<file path="src/rtl/rx_hash.sv">
// rx_hash: receive-side classifier for a 256-bit AXI-Stream ingress path.
// Parses destination IP/port from the second beat of each packet, computes a
// 32-bit Toeplitz hash with a 320-bit key, classifies the packet, and queues
// one result per packet for release on `load`. Ingress beats are forwarded
// with one cycle of latency.
module rx_hash #(
  parameter int DATA_WIDTH = 256,
  parameter int KEEP_WIDTH = DATA_WIDTH / 8
) (
  input  logic                  clk,
  input  logic                  rst,
  input  logic [DATA_WIDTH-1:0] s_axis_tdata,
  input  logic [KEEP_WIDTH-1:0] s_axis_tkeep,
  input  logic                  s_axis_tvalid,
  input  logic                  s_axis_tlast,
  input  logic [319:0]          hash_key,
  input  logic                  load,
  output logic [31:0]           m_axis_hash,
  output logic [3:0]            m_axis_hash_type,
  output logic                  m_axis_hash_valid,
  output logic [31:0]           m_axis_dest_ip,
  output logic [15:0]           m_axis_dest_port,
  output logic [DATA_WIDTH-1:0] data_out,
  output logic [KEEP_WIDTH-1:0] data_keep,
  output logic                  data_valid,
  output logic                  data_last,
  output logic                  clk_out,
  output logic                  rst_out
);

  localparam logic [63:0] SIGNATURE = 64'h89504E470D0A1A0A;

  typedef struct packed {
    logic [31:0] hash;
    logic [3:0]  htype;
    logic [31:0] ip;
    logic [15:0] port;
  } result_t;

  logic [1:0]  beat_cnt_q, beat_cnt_d;
  logic [31:0] cap_ip_q, cap_ip_d;
  logic [15:0] cap_port_q, cap_port_d;
  logic        cap_sig_q, cap_sig_d;

  logic [31:0] hash_val;
  result_t     push_entry;
  logic        push, pop;

  result_t     fifo_mem [4];
  logic [1:0]  wr_ptr_q, rd_ptr_q;
  logic [2:0]  count_q;

  result_t     out_q;
  logic        out_valid_q;

  logic [DATA_WIDTH-1:0] data_q;
  logic [KEEP_WIDTH-1:0] keep_q;
  logic                  valid_q, last_q;

  // Key bits below 241 never fall inside a 32-bit window for a 48-bit input.
  logic unused_key;
  assign unused_key = ^hash_key[240:0];

  // Beat counter and capture registers: clear on beat 0, capture on beat 1.
  // The _d values already include this beat, so they double as the bypass
  // path when tlast arrives on beat 0 or beat 1.
  always_comb begin
    // NOTE: every combinationally written signal gets a default first, so no path can infer a latch.
    beat_cnt_d = beat_cnt_q;
    cap_ip_d   = cap_ip_q;
    cap_port_d = cap_port_q;
    cap_sig_d  = cap_sig_q;
    if (s_axis_tvalid) begin
      if (s_axis_tlast)              beat_cnt_d = 2'd0;
      else if (beat_cnt_q != 2'd3)   beat_cnt_d = beat_cnt_q + 2'd1;
      if (beat_cnt_q == 2'd0) begin
        cap_ip_d   = '0;
        cap_port_d = '0;
        cap_sig_d  = 1'b0;
      end else if (beat_cnt_q == 2'd1) begin
        cap_ip_d   = s_axis_tdata[223:192];
        cap_port_d = s_axis_tdata[239:224];
        cap_sig_d  = (s_axis_tdata[79:16] == SIGNATURE);
      end
    end
  end

  // Toeplitz hash over {ip, port}, MSB first, using the live key.
  always_comb begin
    logic [47:0] hash_in;
    hash_in  = {cap_ip_d, cap_port_d};
    hash_val = '0;
    for (int i = 0; i < 48; i++) begin
      if (hash_in[47-i]) hash_val = hash_val ^ hash_key[319-i -: 32];
    end
  end

  // Result entry and queue handshakes; a push into a full queue is dropped.
  always_comb begin
    push_entry.hash  = hash_val;
    push_entry.htype = {1'b0, (cap_port_d == 16'h0015),
                        (cap_port_d == 16'h0016), cap_sig_d};
    push_entry.ip    = cap_ip_d;
    push_entry.port  = cap_port_d;
    push = s_axis_tvalid && s_axis_tlast && (count_q != 3'd4);
    pop  = load && (count_q != 3'd0);
  end

  // Queue storage.
  always_ff @(posedge clk) begin
    // NOTE: storage is not reset; the pointers and count define validity, so stale contents are never read.
    if (push) fifo_mem[wr_ptr_q] <= push_entry;
  end

  // Control state, popped result and one-cycle forwarding stage.
  always_ff @(posedge clk) begin
    // NOTE: sequential state uses non-blocking assignments so every register samples pre-edge values.
    if (rst) begin
      beat_cnt_q  <= '0;
      cap_ip_q    <= '0;
      cap_port_q  <= '0;
      cap_sig_q   <= 1'b0;
      wr_ptr_q    <= '0;
      rd_ptr_q    <= '0;
      count_q     <= '0;
      out_q       <= '0;
      out_valid_q <= 1'b0;
      data_q      <= '0;
      keep_q      <= '0;
      valid_q     <= 1'b0;
      last_q      <= 1'b0;
    end else begin
      beat_cnt_q  <= beat_cnt_d;
      cap_ip_q    <= cap_ip_d;
      cap_port_q  <= cap_port_d;
      cap_sig_q   <= cap_sig_d;
      if (push) wr_ptr_q <= wr_ptr_q + 2'd1;
      if (pop)  rd_ptr_q <= rd_ptr_q + 2'd1;
      case ({push, pop})
        2'b10:   count_q <= count_q + 3'd1;
        2'b01:   count_q <= count_q - 3'd1;
        default: count_q <= count_q;
      endcase
      out_valid_q <= pop;
      if (pop) out_q <= fifo_mem[rd_ptr_q];
      data_q      <= s_axis_tdata;
      keep_q      <= s_axis_tkeep;
      valid_q     <= s_axis_tvalid;
      last_q      <= s_axis_tlast;
    end
  end

  assign m_axis_hash       = out_q.hash;
  assign m_axis_hash_type  = out_q.htype;
  assign m_axis_dest_ip    = out_q.ip;
  assign m_axis_dest_port  = out_q.port;
  assign m_axis_hash_valid = out_valid_q;
  assign data_out          = data_q;
  assign data_keep         = keep_q;
  assign data_valid        = valid_q;
  assign data_last         = last_q;
  assign clk_out           = clk;
  assign rst_out           = rst;

endmodule

</file>
<file path="config.mk">
export PLATFORM = sky130hd
export DESIGN_NAME = rx_hash
export DESIGN_NICKNAME = d
export VERILOG_FILES = /design/src/rtl/rx_hash.sv
export SDC_FILE = /design/constraint.sdc
export NUM_CORES = 2
export LEC_CHECK = 0
export BUFFER_PORTS_ARGS = -buffer_cell sky130_fd_sc_hd__buf_2
export CAP_MARGIN = 20
export CORE_AREA = 2 2 384 386
export DETAILED_ROUTE_END_ITERATION = 6
export DIE_AREA = 0 0 386 388
export SYNTH_ARGS = -nofsm -noshare
export SYNTH_HDL_FRONTEND = slang
export SYNTH_SLANG_ARGS = --single-unit
</file>
<file path="constraint.sdc">
create_clock -name clk -period 4.4 [get_ports clk]
set_input_delay 0 -clock clk [delete_from_list [all_inputs] [get_ports clk]]
set_output_delay 0 -clock clk [all_outputs]
set_load 0.01 [all_outputs]
</file>
==> results.cfg <==
[worst_setup_path]
timing.rr.start = beat_cnt_q[0]$_SDFFE_PP0P_
worstRegToRegCells = 13
crit_path_max_fanout = 42
cp-endpoint = fifo_mem[2][71]$_DFFE_PP_
worst_ep_required_time_ns = 4.92
reg2reg_slack_ns = -0.04
cp-end-kind = flop
reg2reg_to = fifo_mem[2][71]$_DFFE_PP_
crit_path_start = beat_cnt_q[0]$_SDFFE_PP0P_
arrival_ns = 4.96
critical_path_class = reg2reg
startpoint_type = flop

[cts]
cts_setup_buffers = 0
cts.reportedPaths.clkPinSlew_ns = 0.06
clock_latency_ns = 0.85
cts_tree = done

[sta]
slew_violations = 0
rsz0062_at_grt = false
finalCriticalPeriod_ns = 4.436
finalHoldViolations = 0
finClkSkew_ns = 0.06343
finalCritPeriodShare_pct = 100.8
setup_viol = 12
max_slew_margin_pct = 18.82
max_freq_ghz = 0.2254
worst_pin_slew_ns = 1.215
setup_slack_ns = -0.03641

[global_route]
overflow = 0
track_usage_pct = 37.60
antenna_found_initial = 23
grt_pass1_vias = 50000
grt_max_degree = 114
grt_pass1_wl_um = 394500

[run]
maxCapViolCount = 0

[synth]
synth-warning-count = 0
synthDistinctLibCells = 49
synth_nets = 5684
synthTopCellsByArea = edfxtp_1 19%, dfxtp_1 17%, xnor2_1 14%
synth_area_sq_um = 51420
synth_cells = 5062
syn_area_per_cell_sq_um = 10.16
synth_top_area_cell = edfxtp_1
ys_seq_area_share_pct = 36.21
async_reset_ff_share_pct = 0
synth_edf_count = 332
synthDominantCellAreaShare_pct = 19.39
yosys_register_bits = 764
synthFlopType = dfxtp_1

[floorplan]
start_util_pct = 35.41
die_w_um = 386
dieHeight_um = 388
core_area_sq_um = 145200
num_io_pins = 990
dieArea_sq_um = 149800
rows = 140

[finish]
layout-drive-gt1-share_pct = 23.44
fill_cells = 12940
layout_commonest_cell = nand2_1
regArea_sq_um = 18630
design_area_sq_um = 70140
multi_input_area_sq_um = 30350
nNetsFinal = 7165
syn_to_final_growth_pct = 36.40
final_cell_mix = 1004 x nand2_1, 787 x xnor2_1, 745 x buf_2

[route]
dr_total_vias = 50440
via_per_inst = 5.905
wl_per_cell_um = 33.95
routed_wirelength_um = 290000
first_iter_violations = 7047
ant_nets = 0
firstDrtPassIters = 6
drc = 0

[pwr]
ir_drop_v = 0.0002966
finalPower_w = 0.02038
p_leak_nw = 30.41
powerDensity_nw_per_um2 = 290.6

[placed_design]
gp_congestion = 1.073
portBuffers = 747
place_area_sq_um = 59800
dp_hpwl_um = 181300

[min_path]
hp-class = in2reg

[run_status]
violations = negative setup slack
status = complete, but fails checks
==> state kept, by name (all words and copies together) (netlist names), 2 cells and up <==
name              cells
fifo_mem            332
data_out            256
cap_ip_q             32
data_keep            32
m_axis_dest_ip       32
m_axis_hash          32
cap_port_q           16
m_axis_dest_port     16
count_q               3
m_axis_hash_type      3
beat_cnt_q            2
rd_ptr_q              2
wr_ptr_q              2
==> metal layers <==
layer  up-vias  track usage (%)  routed length (um)
li1      20370                -                   -
met1     24410            43.93              101200
met2      4245            55.25              121000
met3      1386            14.51               39530
met4        28            28.72               28040
met5         -                0                 167
==> metrics by stage <==
step	util [%]	setup WS (ns)	cells	hold WS [ns]	TNS [ns]
floorplan	-	0.9525	5062	0.09177	0
global placement	41.17	0.06955	7646	0.1006	0
detailed placement	41.18	0.02896	7647	0.1006	0
CTS	48.22	0.06423	8530	0.0009792	0
global route	48.28	0.0009419	8532	0.02628	0
finish	48.30	-0.03641	8542	0.04468	-0.2736
==> critical path: stages, from the launching register on <==
cell and delay [ns]:
dfxtp_1 0.47, inv_1 0.13, ha_4 0.25, buf_12 0.21, buf_4 0.23, nor3b_2 0.20, buf_4 0.34, o31ai_1 0.12
xor2_1 0.22, xnor2_1 0.51, buf_4 0.20, xnor3_1 0.47, xnor2_1 0.20, xnor3_1 0.52
==> where the power goes <==
| group | total, W | internal, W | switching [W] |
|---|---|---|---|
| registers | 0.00824 | 0.00793 | 0.000302 |
| clock network | 0.00755 | 0.00429 | 0.00326 |
| logic | 0.00460 | 0.00204 | 0.00256 |
==> timing repair <==
item,CTS,global route
setup endpoints to repair,1,60
pin swaps,0,0
gates resized for setup,1,16
hold buffers,722,0
endpoints found under the hold margin,364,0
==> kinds of logic after synthesis <==
group / share of synthesized area [%]
mux: 3.655
flops: 36.21
simple gates: 15.26
other cells: 0.007292
compound gates: 11.22
xor+xnor: 28.27
buf+inv: 5.144
fa+ha+maj: 0.2336
==> how the worst min path moves through the flow <==
| stage | to | start | cells after the start | slack (ns) |
|---|---|---|---|---|
| after global routing | data_out[47]$_SDFF_PP0_ | s_axis_tdata[47] | 3 | 0.03 |
| after detailed placement | clk_out | clk | 1 | 0.10 |
| after CTS | data_keep[2]$_SDFF_PP0_ | s_axis_tkeep[2] | 3 | 0.001 |
| after floorplan | clk_out | clk | 1 | 0.09 |
| after global placement | clk_out | clk | 1 | 0.10 |
| final | data_out[144]$_SDFF_PP0_ | s_axis_tdata[144] | 3 | 0.04 |
==> area by class of cell <==
type	instances	area share (%)
multi-input combinational	3716	43.28
sequential	764	26.55
timing repair buffer	1959	22.37
clock buffer	112	3.473
tap	1917	3.420
clock inverter	50	0.7992
inverter	13	0.07135
antenna	11	0.03924
==> Yosys cell counts, types with 2 or more instances <==
master / n
nand2_1: 1004
xnor2_1: 793
o31ai_1: 690
dfxtp_1: 432
nor2b_1: 382
edfxtp_1: 332
clkbuf_1: 317
xnor3_1: 264
xor2_1: 188
buf_2: 136
a21oi_1: 89
mux4_2: 83
buf_1: 63
and4b_1: 50
or3_1: 44
buf_4: 28
nor3b_2: 27
buf_6: 23
and2_1: 14
nor2_1: 14
nor3b_1: 13
inv_1: 11
ha_1: 8
nor4b_1: 8
nor3b_4: 6
nand4_1: 5
nor4bb_1: 5
o31ai_2: 5
nor4_1: 4
and3_1: 2
inv_2: 2
nor3_1: 2
o21ai_0: 2
Note: power is estimated with default switching activity, not from simulation.
